### src/rtl/cci_mmio_initiator_if.sv
// Command, MMIO request/response and tagged-response signals of the CCI MMIO initiator.
interface cci_mmio_initiator_if #(
  parameter int unsigned TAG_WIDTH = 8
);
  logic                 cmd_valid;
  logic                 cmd_ready;
  logic                 cmd_is_write;
  logic                 cmd_len8;
  logic [15:0]          cmd_addr;
  logic [63:0]          cmd_data;
  logic [TAG_WIDTH-1:0] cmd_tag;

  logic                 mmio_rd_valid;
  logic                 mmio_wr_valid;
  logic [15:0]          mmio_addr;
  logic                 mmio_len8;
  logic [8:0]           mmio_tid;
  logic [63:0]          mmio_data;

  logic                 mmio_rsp_valid;
  logic [8:0]           mmio_rsp_tid;
  logic [63:0]          mmio_rsp_data;

  logic                 rsp_valid;
  logic [TAG_WIDTH-1:0] rsp_tag;
  logic [63:0]          rsp_data;
  logic                 rsp_timeout;
  logic [6:0]           outstanding;
  logic                 err_spurious;
  logic                 err_misaligned;

  modport master (
    input  cmd_valid, cmd_is_write, cmd_len8, cmd_addr, cmd_data, cmd_tag,
    input  mmio_rsp_valid, mmio_rsp_tid, mmio_rsp_data,
    output cmd_ready,
    output mmio_rd_valid, mmio_wr_valid, mmio_addr, mmio_len8, mmio_tid, mmio_data,
    output rsp_valid, rsp_tag, rsp_data, rsp_timeout, outstanding,
    output err_spurious, err_misaligned
  );

  modport slave (
    output cmd_valid, cmd_is_write, cmd_len8, cmd_addr, cmd_data, cmd_tag,
    output mmio_rsp_valid, mmio_rsp_tid, mmio_rsp_data,
    input  cmd_ready,
    input  mmio_rd_valid, mmio_wr_valid, mmio_addr, mmio_len8, mmio_tid, mmio_data,
    input  rsp_valid, rsp_tag, rsp_data, rsp_timeout, outstanding,
    input  err_spurious, err_misaligned
  );
endinterface

### src/rtl/cci_mmio_initiator.sv
// CCI MMIO requester: turns tagged commands into MMIO request beats and returns tagged read responses.
// Read timeout retirement is compiled in with CCI_MMIO_INIT_TIMEOUT_EN.
module cci_mmio_initiator #(
  parameter int unsigned MAX_OUTSTANDING = 4,
  parameter int unsigned TAG_WIDTH       = 8,
  parameter int unsigned TIMEOUT_CYCLES  = 4096,
  parameter int unsigned ISSUE_GAP       = 0
) (
  input  logic                 clk,
  input  logic                 reset,
  cci_mmio_initiator_if.master io_bus
);
  localparam int unsigned L  = $clog2(MAX_OUTSTANDING);
  localparam int unsigned SW = 9 - L;
  localparam int unsigned GW = (ISSUE_GAP > 0) ? $clog2(ISSUE_GAP + 1) : 1;
  localparam int unsigned CW = 7;

  logic [MAX_OUTSTANDING-1:0] r_busy;
  logic [TAG_WIDTH-1:0]       r_tag [MAX_OUTSTANDING];
  logic [SW-1:0]              r_seq [MAX_OUTSTANDING];
  logic [SW-1:0]              r_seq_cnt;
  logic [GW-1:0]              r_gap;
  logic [CW-1:0]              r_outstanding;

  logic                       r_rd_valid;
  logic                       r_wr_valid;
  logic [15:0]                r_addr;
  logic                       r_len8;
  logic [8:0]                 r_tid;
  logic [63:0]                r_data;
  logic                       r_rsp_valid;
  logic [TAG_WIDTH-1:0]       r_rsp_tag;
  logic [63:0]                r_rsp_data;
  logic                       r_rsp_timeout;
  logic                       r_err_spurious;
  logic                       r_err_misaligned;

  logic                       w_cmd_ready;
  logic                       w_accept;
  logic                       w_misaligned;
  logic                       w_issue_rd;
  logic                       w_issue_wr;
  logic                       w_match;
  logic                       w_retire_to;
  logic [L-1:0]               w_free_idx;
  logic [L-1:0]               w_rsp_slot;
  logic [L-1:0]               w_to_idx;
  logic [SW-1:0]              w_rsp_seq;

  assign w_cmd_ready  = !reset && !(&r_busy) && (r_gap == '0);
  assign w_accept     = io_bus.cmd_valid && w_cmd_ready;
  assign w_misaligned = io_bus.cmd_len8 && io_bus.cmd_addr[0];
  assign w_issue_rd   = w_accept && !w_misaligned && !io_bus.cmd_is_write;
  assign w_issue_wr   = w_accept && !w_misaligned &&  io_bus.cmd_is_write;

  // Response TID carries the slot in its low bits and the allocation sequence above it.
  assign w_rsp_slot = io_bus.mmio_rsp_tid[L-1:0];
  assign w_rsp_seq  = io_bus.mmio_rsp_tid[8:L];
  assign w_match    = io_bus.mmio_rsp_valid && r_busy[w_rsp_slot] &&
                      (r_seq[w_rsp_slot] == w_rsp_seq);

  // Lowest free slot index.
  always_comb begin
    w_free_idx = '0;
    for (int i = int'(MAX_OUTSTANDING) - 1; i >= 0; i--) begin
      if (!r_busy[i]) w_free_idx = L'(i);
    end
  end

`ifdef CCI_MMIO_INIT_TIMEOUT_EN
  localparam int unsigned TW = $clog2(TIMEOUT_CYCLES + 1);

  logic [TW-1:0]              r_timer [MAX_OUTSTANDING];
  logic [MAX_OUTSTANDING-1:0] w_expired;

  // Expired slots hold their timer until retired; lowest index retires first.
  always_comb begin
    w_expired = '0;
    w_to_idx  = '0;
    for (int i = int'(MAX_OUTSTANDING) - 1; i >= 0; i--) begin
      w_expired[i] = r_busy[i] && (r_timer[i] == TW'(TIMEOUT_CYCLES - 1));
      if (w_expired[i]) w_to_idx = L'(i);
    end
  end

  // A matching response owns the output this cycle; timeouts wait one cycle.
  assign w_retire_to = (|w_expired) && !w_match;

  always_ff @(posedge clk) begin
    for (int i = 0; i < int'(MAX_OUTSTANDING); i++) begin
      if (reset) begin
        r_timer[i] <= '0;
      end else if (w_issue_rd && (w_free_idx == L'(i))) begin
        r_timer[i] <= '0;
      end else if (r_busy[i] && (r_timer[i] != TW'(TIMEOUT_CYCLES - 1))) begin
        r_timer[i] <= r_timer[i] + TW'(1);
      end
    end
  end
`else
  assign w_to_idx    = '0;
  assign w_retire_to = 1'b0;
`endif

  always_ff @(posedge clk) begin
    if (reset) begin
      r_busy           <= '0;
      r_seq_cnt        <= '0;
      r_gap            <= '0;
      r_outstanding    <= '0;
      r_rd_valid       <= 1'b0;
      r_wr_valid       <= 1'b0;
      r_addr           <= '0;
      r_len8           <= 1'b0;
      r_tid            <= '0;
      r_data           <= '0;
      r_rsp_valid      <= 1'b0;
      r_rsp_tag        <= '0;
      r_rsp_data       <= '0;
      r_rsp_timeout    <= 1'b0;
      r_err_spurious   <= 1'b0;
      r_err_misaligned <= 1'b0;
      for (int i = 0; i < int'(MAX_OUTSTANDING); i++) begin
        r_tag[i] <= '0;
        r_seq[i] <= '0;
      end
    end else begin
      r_rd_valid <= w_issue_rd;
      r_wr_valid <= w_issue_wr;
      if (w_issue_rd || w_issue_wr) begin
        r_addr <= io_bus.cmd_addr;
        r_len8 <= io_bus.cmd_len8;
        r_tid  <= w_issue_rd ? {r_seq_cnt, w_free_idx} : 9'd0;
        r_data <= w_issue_wr ? io_bus.cmd_data : 64'd0;
        r_gap  <= GW'(ISSUE_GAP);
      end else if (r_gap != '0) begin
        r_gap <= r_gap - GW'(1);
      end
      if (w_issue_rd) r_seq_cnt <= r_seq_cnt + SW'(1);

      // Allocation only targets free slots and retirement only busy ones, so they never collide.
      for (int i = 0; i < int'(MAX_OUTSTANDING); i++) begin
        if (w_issue_rd && (w_free_idx == L'(i))) begin
          r_busy[i] <= 1'b1;
          r_tag[i]  <= io_bus.cmd_tag;
          r_seq[i]  <= r_seq_cnt;
        end else if ((w_match && (w_rsp_slot == L'(i))) ||
                     (w_retire_to && (w_to_idx == L'(i)))) begin
          r_busy[i] <= 1'b0;
        end
      end

      r_rsp_valid   <= w_match || w_retire_to;
      r_rsp_timeout <= w_retire_to;
      r_rsp_tag     <= w_match ? r_tag[w_rsp_slot] : r_tag[w_to_idx];
      r_rsp_data    <= w_match ? io_bus.mmio_rsp_data : 64'd0;
      r_outstanding <= r_outstanding + CW'(w_issue_rd) - CW'(w_match || w_retire_to);

      if (io_bus.mmio_rsp_valid && !w_match) r_err_spurious   <= 1'b1;
      if (w_accept && w_misaligned)          r_err_misaligned <= 1'b1;
    end
  end

  assign io_bus.cmd_ready      = w_cmd_ready;
  assign io_bus.mmio_rd_valid  = r_rd_valid;
  assign io_bus.mmio_wr_valid  = r_wr_valid;
  assign io_bus.mmio_addr      = r_addr;
  assign io_bus.mmio_len8      = r_len8;
  assign io_bus.mmio_tid       = r_tid;
  assign io_bus.mmio_data      = r_data;
  assign io_bus.rsp_valid      = r_rsp_valid;
  assign io_bus.rsp_tag        = r_rsp_tag;
  assign io_bus.rsp_data       = r_rsp_data;
  assign io_bus.rsp_timeout    = r_rsp_timeout;
  assign io_bus.outstanding    = r_outstanding;
  assign io_bus.err_spurious   = r_err_spurious;
  assign io_bus.err_misaligned = r_err_misaligned;
endmodule

### src/flat_wrapper.sv
// flat-port wrapper written by rule: the top's interface ports become plain ports
module cci_mmio_initiator_flat 
#(
  parameter int unsigned MAX_OUTSTANDING = 4,
  parameter int unsigned TAG_WIDTH       = 8,
  parameter int unsigned TIMEOUT_CYCLES  = 4096,
  parameter int unsigned ISSUE_GAP       = 0
)
  (clk, reset, io_bus_cmd_valid, io_bus_cmd_is_write, io_bus_cmd_len8, io_bus_cmd_addr, io_bus_cmd_data, io_bus_cmd_tag, io_bus_mmio_rsp_valid, io_bus_mmio_rsp_tid, io_bus_mmio_rsp_data, io_bus_cmd_ready, io_bus_mmio_rd_valid, io_bus_mmio_wr_valid, io_bus_mmio_addr, io_bus_mmio_len8, io_bus_mmio_tid, io_bus_mmio_data, io_bus_rsp_valid, io_bus_rsp_tag, io_bus_rsp_data, io_bus_rsp_timeout, io_bus_outstanding, io_bus_err_spurious, io_bus_err_misaligned);
  cci_mmio_initiator_if #(.TAG_WIDTH(TAG_WIDTH)) io_bus_i ();
  input  logic clk;
  input  logic reset;
  input wire logic [$bits(io_bus_i.cmd_valid)-1:0] io_bus_cmd_valid;
  input wire logic [$bits(io_bus_i.cmd_is_write)-1:0] io_bus_cmd_is_write;
  input wire logic [$bits(io_bus_i.cmd_len8)-1:0] io_bus_cmd_len8;
  input wire logic [$bits(io_bus_i.cmd_addr)-1:0] io_bus_cmd_addr;
  input wire logic [$bits(io_bus_i.cmd_data)-1:0] io_bus_cmd_data;
  input wire logic [$bits(io_bus_i.cmd_tag)-1:0] io_bus_cmd_tag;
  input wire logic [$bits(io_bus_i.mmio_rsp_valid)-1:0] io_bus_mmio_rsp_valid;
  input wire logic [$bits(io_bus_i.mmio_rsp_tid)-1:0] io_bus_mmio_rsp_tid;
  input wire logic [$bits(io_bus_i.mmio_rsp_data)-1:0] io_bus_mmio_rsp_data;
  output wire logic [$bits(io_bus_i.cmd_ready)-1:0] io_bus_cmd_ready;
  output wire logic [$bits(io_bus_i.mmio_rd_valid)-1:0] io_bus_mmio_rd_valid;
  output wire logic [$bits(io_bus_i.mmio_wr_valid)-1:0] io_bus_mmio_wr_valid;
  output wire logic [$bits(io_bus_i.mmio_addr)-1:0] io_bus_mmio_addr;
  output wire logic [$bits(io_bus_i.mmio_len8)-1:0] io_bus_mmio_len8;
  output wire logic [$bits(io_bus_i.mmio_tid)-1:0] io_bus_mmio_tid;
  output wire logic [$bits(io_bus_i.mmio_data)-1:0] io_bus_mmio_data;
  output wire logic [$bits(io_bus_i.rsp_valid)-1:0] io_bus_rsp_valid;
  output wire logic [$bits(io_bus_i.rsp_tag)-1:0] io_bus_rsp_tag;
  output wire logic [$bits(io_bus_i.rsp_data)-1:0] io_bus_rsp_data;
  output wire logic [$bits(io_bus_i.rsp_timeout)-1:0] io_bus_rsp_timeout;
  output wire logic [$bits(io_bus_i.outstanding)-1:0] io_bus_outstanding;
  output wire logic [$bits(io_bus_i.err_spurious)-1:0] io_bus_err_spurious;
  output wire logic [$bits(io_bus_i.err_misaligned)-1:0] io_bus_err_misaligned;
  assign io_bus_i.cmd_valid = io_bus_cmd_valid;
  assign io_bus_i.cmd_is_write = io_bus_cmd_is_write;
  assign io_bus_i.cmd_len8 = io_bus_cmd_len8;
  assign io_bus_i.cmd_addr = io_bus_cmd_addr;
  assign io_bus_i.cmd_data = io_bus_cmd_data;
  assign io_bus_i.cmd_tag = io_bus_cmd_tag;
  assign io_bus_i.mmio_rsp_valid = io_bus_mmio_rsp_valid;
  assign io_bus_i.mmio_rsp_tid = io_bus_mmio_rsp_tid;
  assign io_bus_i.mmio_rsp_data = io_bus_mmio_rsp_data;
  assign io_bus_cmd_ready = io_bus_i.cmd_ready;
  assign io_bus_mmio_rd_valid = io_bus_i.mmio_rd_valid;
  assign io_bus_mmio_wr_valid = io_bus_i.mmio_wr_valid;
  assign io_bus_mmio_addr = io_bus_i.mmio_addr;
  assign io_bus_mmio_len8 = io_bus_i.mmio_len8;
  assign io_bus_mmio_tid = io_bus_i.mmio_tid;
  assign io_bus_mmio_data = io_bus_i.mmio_data;
  assign io_bus_rsp_valid = io_bus_i.rsp_valid;
  assign io_bus_rsp_tag = io_bus_i.rsp_tag;
  assign io_bus_rsp_data = io_bus_i.rsp_data;
  assign io_bus_rsp_timeout = io_bus_i.rsp_timeout;
  assign io_bus_outstanding = io_bus_i.outstanding;
  assign io_bus_err_spurious = io_bus_i.err_spurious;
  assign io_bus_err_misaligned = io_bus_i.err_misaligned;
  cci_mmio_initiator #(.MAX_OUTSTANDING(MAX_OUTSTANDING), .TAG_WIDTH(TAG_WIDTH), .TIMEOUT_CYCLES(TIMEOUT_CYCLES), .ISSUE_GAP(ISSUE_GAP)) u_core (.clk(clk), .reset(reset), .io_bus(io_bus_i));
endmodule
### config.mk
export PLATFORM = sky130hd
export DESIGN_NAME = cci_mmio_initiator_flat
export DESIGN_NICKNAME = d
export VERILOG_FILES = /design/src/rtl/cci_mmio_initiator_if.sv /design/src/rtl/cci_mmio_initiator.sv /design/src/flat_wrapper.sv
export SDC_FILE = /design/constraint.sdc
export NUM_CORES = 1
export LEC_CHECK = 0
export CAP_MARGIN = 20
export CORE_MARGIN = 2
export CORE_UTILIZATION = 45
export CTS_BUF_LIST = sky130_fd_sc_hd__clkbuf_8
export DETAILED_ROUTE_END_ITERATION = 8
export HOLD_SLACK_MARGIN = 0.02
export PLACE_DENSITY = 0.82
export SLEW_MARGIN = 5
export SYNTH_ARGS = -nofsm -noshare
export SYNTH_HDL_FRONTEND = slang
export SYNTH_SLANG_ARGS = --single-unit
### constraint.sdc
create_clock -name clk -period 5.01 [get_ports clk]
set_input_delay 0.501 -clock clk [delete_from_list [all_inputs] [get_ports clk]]
set_output_delay 0.501 -clock clk [all_outputs]
set_load 0.005 [all_outputs]
* Word-level counts from Yosys, hierarchy flattened
Memories as Yosys holds them, arrays and structs flattened. Cells that the tools add are included.
Word-level totals: flip-flop bits (word level) 186, latch bits 0, bits in writable memories 60, ROM bits 0, input port bits 167, memories 2
Operators by class: add/sub/neg operators 4, multiply operators 0, div/mod/pow operators 0, magnitude comparators 1, eq/ne operators 7, shift operators 0, muxes and demuxes 39, bitwise gates (word level) 10, reductions and logical operators 34
Memory list:
- u_core.r_tag | words 4, bits a word 8, rd ports 2, clocked after memory_dff 0, wr ports 4, line cci_mmio_initiator.sv:19 | logic [TAG_WIDTH-1:0] r_tag [MAX_OUTSTANDING];
- u_core.r_seq | words 4, bits a word 7, rd ports 1, clocked after memory_dff 0, wr ports 4, line cci_mmio_initiator.sv:20 | logic [SW-1:0] r_seq [MAX_OUTSTANDING];
Operators with widths (count):
- 64-bit 2-to-1 mux | 1
- 8-bit 2-to-1 mux | 5
- 7-bit 2-to-1 mux | 4
- 1-bit 2-to-1 mux | 23
- 1-bit logical AND | 19
- 9-bit 2-to-1 mux | 1
- 2-bit == test, second input constant | 4
- 2-bit 2-to-1 mux | 4
- 1-bit OR | 8
- 2-bit nonzero test | 4
- 7-bit by 1-bit adder with 7-bit output | 1
- 7-bit by 1-bit adder with 7-bit output, second input constant | 1
- 7-bit == test | 1
- 7-bit by 1-bit subtractor with 7-bit output | 1
- 1-bit zero test | 5
- 2-bit by 1-bit == test with 1-bit output, second input constant | 2
- 2-bit zero test | 2
- 4-bit AND reduction | 1
- 2-bit by 3-bit less-than comparator with 1-bit output, second input constant | 1
- 3-bit OR reduction | 1
- 1-bit binary-select mux with 2-bit select | 1
- 1-bit NOT | 2
- 2-bit OR reduction | 1
- 1-bit logical OR | 1
- 1-bit subtractor, second input constant | 1

* Depth between registers and ports, before layout
word-level depth 12, depth in mapped cells 20

* Worst setup path before layout
Ideal clock, no wire load.
path type in2reg, start point in io_bus_mmio_rsp_tid[0], end point reg u_core.r_outstanding[6] (netlist: u_core.io_bus.outstanding[6]), arrival 3.733 ns, data required time 4.881 ns, setup slack 1.147 ns, stages 19, cells stage by stage buf_4 -> mux2i_1 -> xor2_1 -> nand2_1 -> or4_4 -> a211o_1 -> buf_2 -> inv_1 -> ha_1 -> inv_1 -> ha_1 -> inv_1 -> fa_1 -> nor2b_1 -> o21ai_0 -> a21oi_1 -> o21ai_0 -> a21oi_1 -> nor3b_1
On the way: word-level cells in the longest chain between the ends 5, elaborated cells between the ends (all ways) 7, those cells by class add/sub (1); eq/ne (1); mux (2); reduce/logical (2); memory (1)
RTL lines:
- start: declaration | line flat_wrapper.sv:20 | input wire logic [$bits(io_bus_i.mmio_rsp_tid)-1:0] io_bus_mmio_rsp_tid;
- branches (longest 3 deep; another with memory 4 x 7 bit)
- 1-bit logical AND * | line cci_mmio_initiator.sv:59 | assign w_match = io_bus.mmio_rsp_valid && r_busy[w_rsp_slot] &&
- net u_core.w_match | line cci_mmio_initiator.sv:43 | logic w_match;
- 7-bit by 1-bit subtractor with 7-bit output * | line cci_mmio_initiator.sv:157 | r_outstanding <= r_outstanding + CW'(w_issue_rd) - CW'(w_match || w_retire_to);
- end signal: assignment | line cci_mmio_initiator.sv:157
- end: declaration | line cci_mmio_initiator.sv:23 | logic [CW-1:0] r_outstanding;
Mark *: on every way through the listed nets, which the timed path passes. The select of a mux whose other input is x is not followed. A chain may end at the register's enable or synchronous reset.

* Final worst setup path
Same ends and word-level chain as after synthesis.

==> metrics.md <==
| Metric | Value |
|---|---|
| Status | complete, no violations |
| Min-Delay Startpoint | u_core.io_bus.mmio_tid[5] |
| Post-synth top flop | sky130_fd_sc_hd__dfxtp_1 |
| Share of synthesized registers carrying an async set or reset | 0% |
| Min-Delay Path Depth | 2 |
| Chip width | roughly 140 um |
| Port Buf Inserts | ~340 |
| Vertical extent of the die | roughly 140 um |
| Critical Setup Path Class | input port to register |
| Net switching power | between 0.9 and 1 mW |
| Number of cells upsized or downsized after cts | 0 |
| Measured slew at the worst slew-check pin | roughly 0.88 ns |
| Combined global-route utilization of all metal layers | between 20% and 30% |
| Area after DPL | roughly 12,000 sq um |
| Worst rel slew slack | between 40% and 50% |
| Worst Path Required | between 5 and 6 ns |
| Crit path max fanout | 16 |
| Fraction of final layout cells with drive strength greater than 1 | 7.50% |
| Top Ports | roughly 340 |
| Worst reg-to-reg setup slack | approximately 1.3 ns |
| Number of enable-type register cells in the synthesized netlist | 60 |
| Number of standard-cell rows in the floorplan | 51 |
| Clock tree root driver cell | sky130_fd_sc_hd__clkbuf_8 |
| Routed WL per cell | between 15 and 20 um |
| Initial cell density of the core | 45.5% |
| Total Nets Final | 1,268 |
| TritonCTS clock tree | built |
| Total Power | 4.06 mW |
| Sequential fraction of design power | a little over half |
| Total negative slack for setup checks | 0 ns |
| Number of buffers added for setup after CTS | 0 |
| Buffer depth of the longest clock path | 3 |
| Final Hold Fails | 0 |
| Number of buffers inserted for hold repair after clock tree synthesis | 0 |
| Max IR drop VDD | 205 uV |
| Leading cell types in the layout, fill and taps excluded | 340 x sky130_fd_sc_hd__clkdlybuf4s50_1, 186 x sky130_fd_sc_hd__dfxtp_1, 125 x sky130_fd_sc_hd__and2_1 |
| 1st-iter DRT viols | approximately 300 |
| Setup crit start kind | input port |
| Switching share of power | 22.4% |
| Clock network fraction of design power | between 30 and 40% |
| Routed wire length | 23,500 um |
| Period minus WS final | 4.07 ns |
| Setup clock skew after layout | slightly above 0.02 ns |
| Clock H-tree levels | 2 |
| RSZ-0062 raised after global routing | no |
| Number of pins exceeding their max-slew limit in the final report | 0 |
| Crit path DAT | 4.45 ns |
| Pin count of the biggest net entering global routing | between 60 and 70 |
| Latest clock arrival within the worst-skew pair | approximately 0.53 ns |
| DPL Wire Length | between 15,000 and 20,000 um |
| Floorplan Core Area | between 15,000 and 20,000 sq um |
| First-pass GRT wire length | 35,400 um |
| Startpoint of the worst setup timing path | io_bus_mmio_rsp_tid[0] |
| Register bit total from synthesis | 246 |
| Via count of the first global-routing pass | just under 7,000 |
| PD cells | between 300 and 400 nW/um^2 |
| Global placement routability congestion | ~0.83 |
| First-pass DRT Iterations | 4 |
| Achievable frequency | between 200 and 250 MHz |
| Number of cells on the worst reg-to-reg path | 17 |
| Antenna violations before repair | 0 |
| Final Cycle Share | roughly four fifths |
| Mapped Avg Cell Area | 11.8 sq um |
| Remaining global-route overflow | 0 |
| TritonCTS sink count | ~250 |
| Worst min path class | register to register |
| Post-route worst hold slack | about 0.45 ns |
| Lkg Pwr | 5.12 nW |
| Most common cell after layout, fill and taps aside | sky130_fd_sc_hd__clkdlybuf4s50_1 |
| Cell area after synthesis | between 8000 and 9000 sq um |
| Hold EP | u_core.io_bus.mmio_tid[5] |
| Overall via count from detail_route | just under 7,000 |
| Remaining antenna violation count | 0 |
| Maxcap violations | 0 |
| Type of element capturing the critical path | register |
| Sequential element share of the synthesized area | a little over three fifths |
| Clock slew seen by the registers of the worst setup and hold paths | about 0.060 ns |
| Warning count from the yosys run | 0 |
| Portion of total power attributed to combinational logic | about a tenth |
| Cell Int Power | approximately 3.2 mW |
| Setup violators final | 0 |
| FF-to-FF End | u_core.io_bus.outstanding[6] |
| Synthesized netlist cell count | approximately 740 |
| Avg Vias per Cell | just under 5 |
| Clock buffer count from CTS | 40 |
| Area growth, synth to finish | 49.9% |
| Total die area | slightly above 20,000 sq um |
| Netlist cell types | 43 |
| Final cell area excluding filler cells | roughly 13,000 sq um |
| # DRC | 0 |
| Antenna diode count | 0 |
| Critical R2R Launch | u_core.r_seq[1][3] |
| Post-route core utilization | 68.2% |
## Yosys cell counts (2+ instances only)
library cell	number	share of area (%)
sky130_fd_sc_hd__o211ai_1	2	0.17
sky130_fd_sc_hd__nor3_1	7	0.40
sky130_fd_sc_hd__and3_1	4	0.29
sky130_fd_sc_hd__and2_1	125	8.9
sky130_fd_sc_hd__nor4_1	2	0.14
sky130_fd_sc_hd__nor3b_1	3	0.26
sky130_fd_sc_hd__o21ai_0	8	0.46
sky130_fd_sc_hd__ha_1	8	1.1
sky130_fd_sc_hd__o21a_1	2	0.17
sky130_fd_sc_hd__dfxtp_1	186	42
sky130_fd_sc_hd__a22o_1	66	6.6
sky130_fd_sc_hd__buf_6	4	0.51
sky130_fd_sc_hd__clkbuf_1	27	1.2
sky130_fd_sc_hd__mux4_2	10	2.6
sky130_fd_sc_hd__nor2_1	24	1.0
sky130_fd_sc_hd__buf_4	4	0.34
sky130_fd_sc_hd__edfxtp_1	60	21
sky130_fd_sc_hd__nand2_1	61	2.6
sky130_fd_sc_hd__mux2i_1	18	2.1
sky130_fd_sc_hd__inv_1	19	0.81
sky130_fd_sc_hd__a21oi_1	39	2.2
sky130_fd_sc_hd__buf_1	10	0.43
sky130_fd_sc_hd__or3_1	2	0.14
sky130_fd_sc_hd__nand4_1	7	0.50
sky130_fd_sc_hd__xnor2_1	7	0.70
sky130_fd_sc_hd__xor2_1	8	0.80
sky130_fd_sc_hd__nand3_1	4	0.23
sky130_fd_sc_hd__or2_2	4	0.29
sky130_fd_sc_hd__nor2b_1	6	0.43
sky130_fd_sc_hd__buf_2	2	0.11
## cells by family (layout without fill, tap and decap cells)
kind of cell               after synthesis  in the layout  synth area share [%]
and+or+nand+nor                        252            252                  15.5
muxes                                   29             29                  4.75
adders and majority gates                9              9                  1.37
buffers and inverters                   66            443                  3.37
xor gates and xnor gates                15             15                  1.50
AOI/OAI and AO/OA                      124            124                  10.4
other                                    1              2                0.0428
DFF                                    246            246                  63.0
## through the flow
step / instances / setup WS (ns)
floorplan: 743 / 1.15
global placement: 1315 / 0.528
detailed placement: 1315 / 0.384
CTS: 1385 / 0.942
global route: 1385 / 0.556
finish: 1385 / 0.937
## cell type report
| type | instances | area (sq um) |
|---|---|---|
| clock inverters | 24 | 98.8 |
| fillers | 1463 | 6120 |
| multi-input cells | 431 | 2980 |
| well taps | 265 | 332 |
| flip-flops and latches | 246 | 5530 |
| repair buffers | 354 | 3510 |
| inverters | 19 | 71.3 |
| clock buffers | 46 | 633 |
## worst max-delay path by stage
stage | depth (start not counted) | end | slack (ns)
3_5_place_dp | 20 | u_core.io_bus.outstanding[6] | 0.38
6_report | 20 | u_core.io_bus.outstanding[6] | 0.94
3_3_place_gp | 20 | u_core.io_bus.outstanding[6] | 0.53
4_1_cts | 20 | u_core.io_bus.outstanding[6] | 0.94
5_1_grt | 20 | u_core.io_bus.outstanding[6] | 0.56
2_1_floorplan | 19 | u_core.io_bus.outstanding[6] | 1.15
## state kept, by name (all words and copies together), names as in the netlist, 4 cells and up
signal                     flops
u_core.r_seq                  28
u_core.io_bus.mmio_tid         9
u_core.io_bus.rsp_tag          8
u_core.io_bus.outstanding      7
u_core.io_bus.mmio_addr       16
u_core.r_seq_cnt               7
u_core.io_bus.rsp_data        64
u_core.io_bus.mmio_data       64
u_core.r_tag                  32
u_core.r_busy                  4
## worst max-delay path, stage by stage
cell,delay (ns)
sky130_fd_sc_hd__clkdlybuf4s50_1,0.57
sky130_fd_sc_hd__buf_4,0.27
sky130_fd_sc_hd__buf_4,0.27
sky130_fd_sc_hd__mux2i_1,0.26
sky130_fd_sc_hd__xnor2_1,0.09
sky130_fd_sc_hd__nor2_1,0.08
sky130_fd_sc_hd__nand4_1,0.19
sky130_fd_sc_hd__a211o_1,0.36
sky130_fd_sc_hd__inv_1,0.16
sky130_fd_sc_hd__ha_1,0.26
sky130_fd_sc_hd__inv_1,0.06
sky130_fd_sc_hd__ha_1,0.15
sky130_fd_sc_hd__inv_1,0.06
sky130_fd_sc_hd__fa_1,0.38
sky130_fd_sc_hd__nor2b_1,0.15
sky130_fd_sc_hd__o21ai_0,0.11
sky130_fd_sc_hd__a21oi_1,0.18
sky130_fd_sc_hd__o21ai_0,0.12
sky130_fd_sc_hd__a21oi_1,0.16
sky130_fd_sc_hd__nor3b_1,0.06
## layer usage
| metal | share of wire, % | global-route usage (%) | up-vias |
|---|---|---|---|
| met5 | 0 | 0 | - |
| met4 | 3.7 | 9.91 | 0 |
| met3 | 8.9 | 6.96 | 66 |
| met2 | 50 | 39.0 | 328 |
| met1 | 37 | 24.2 | 3169 |
| li1 | - | - | 3256 |
## power by group through the flow
| stage | Clock [mW] | Sequential (mW) | Combinational (mW) |
|---|---|---|---|
| global route | 1.70 | 2.12 | 0.417 |
| CTS | 1.62 | 2.11 | 0.387 |
| floorplan | 0 | 2.15 | 0.144 |
| global placement | 0 | 2.15 | 0.377 |
| detailed placement | 0 | 2.16 | 0.385 |
| finish | 1.57 | 2.11 | 0.384 |
Note: power is estimated with default switching activity, not from simulation.
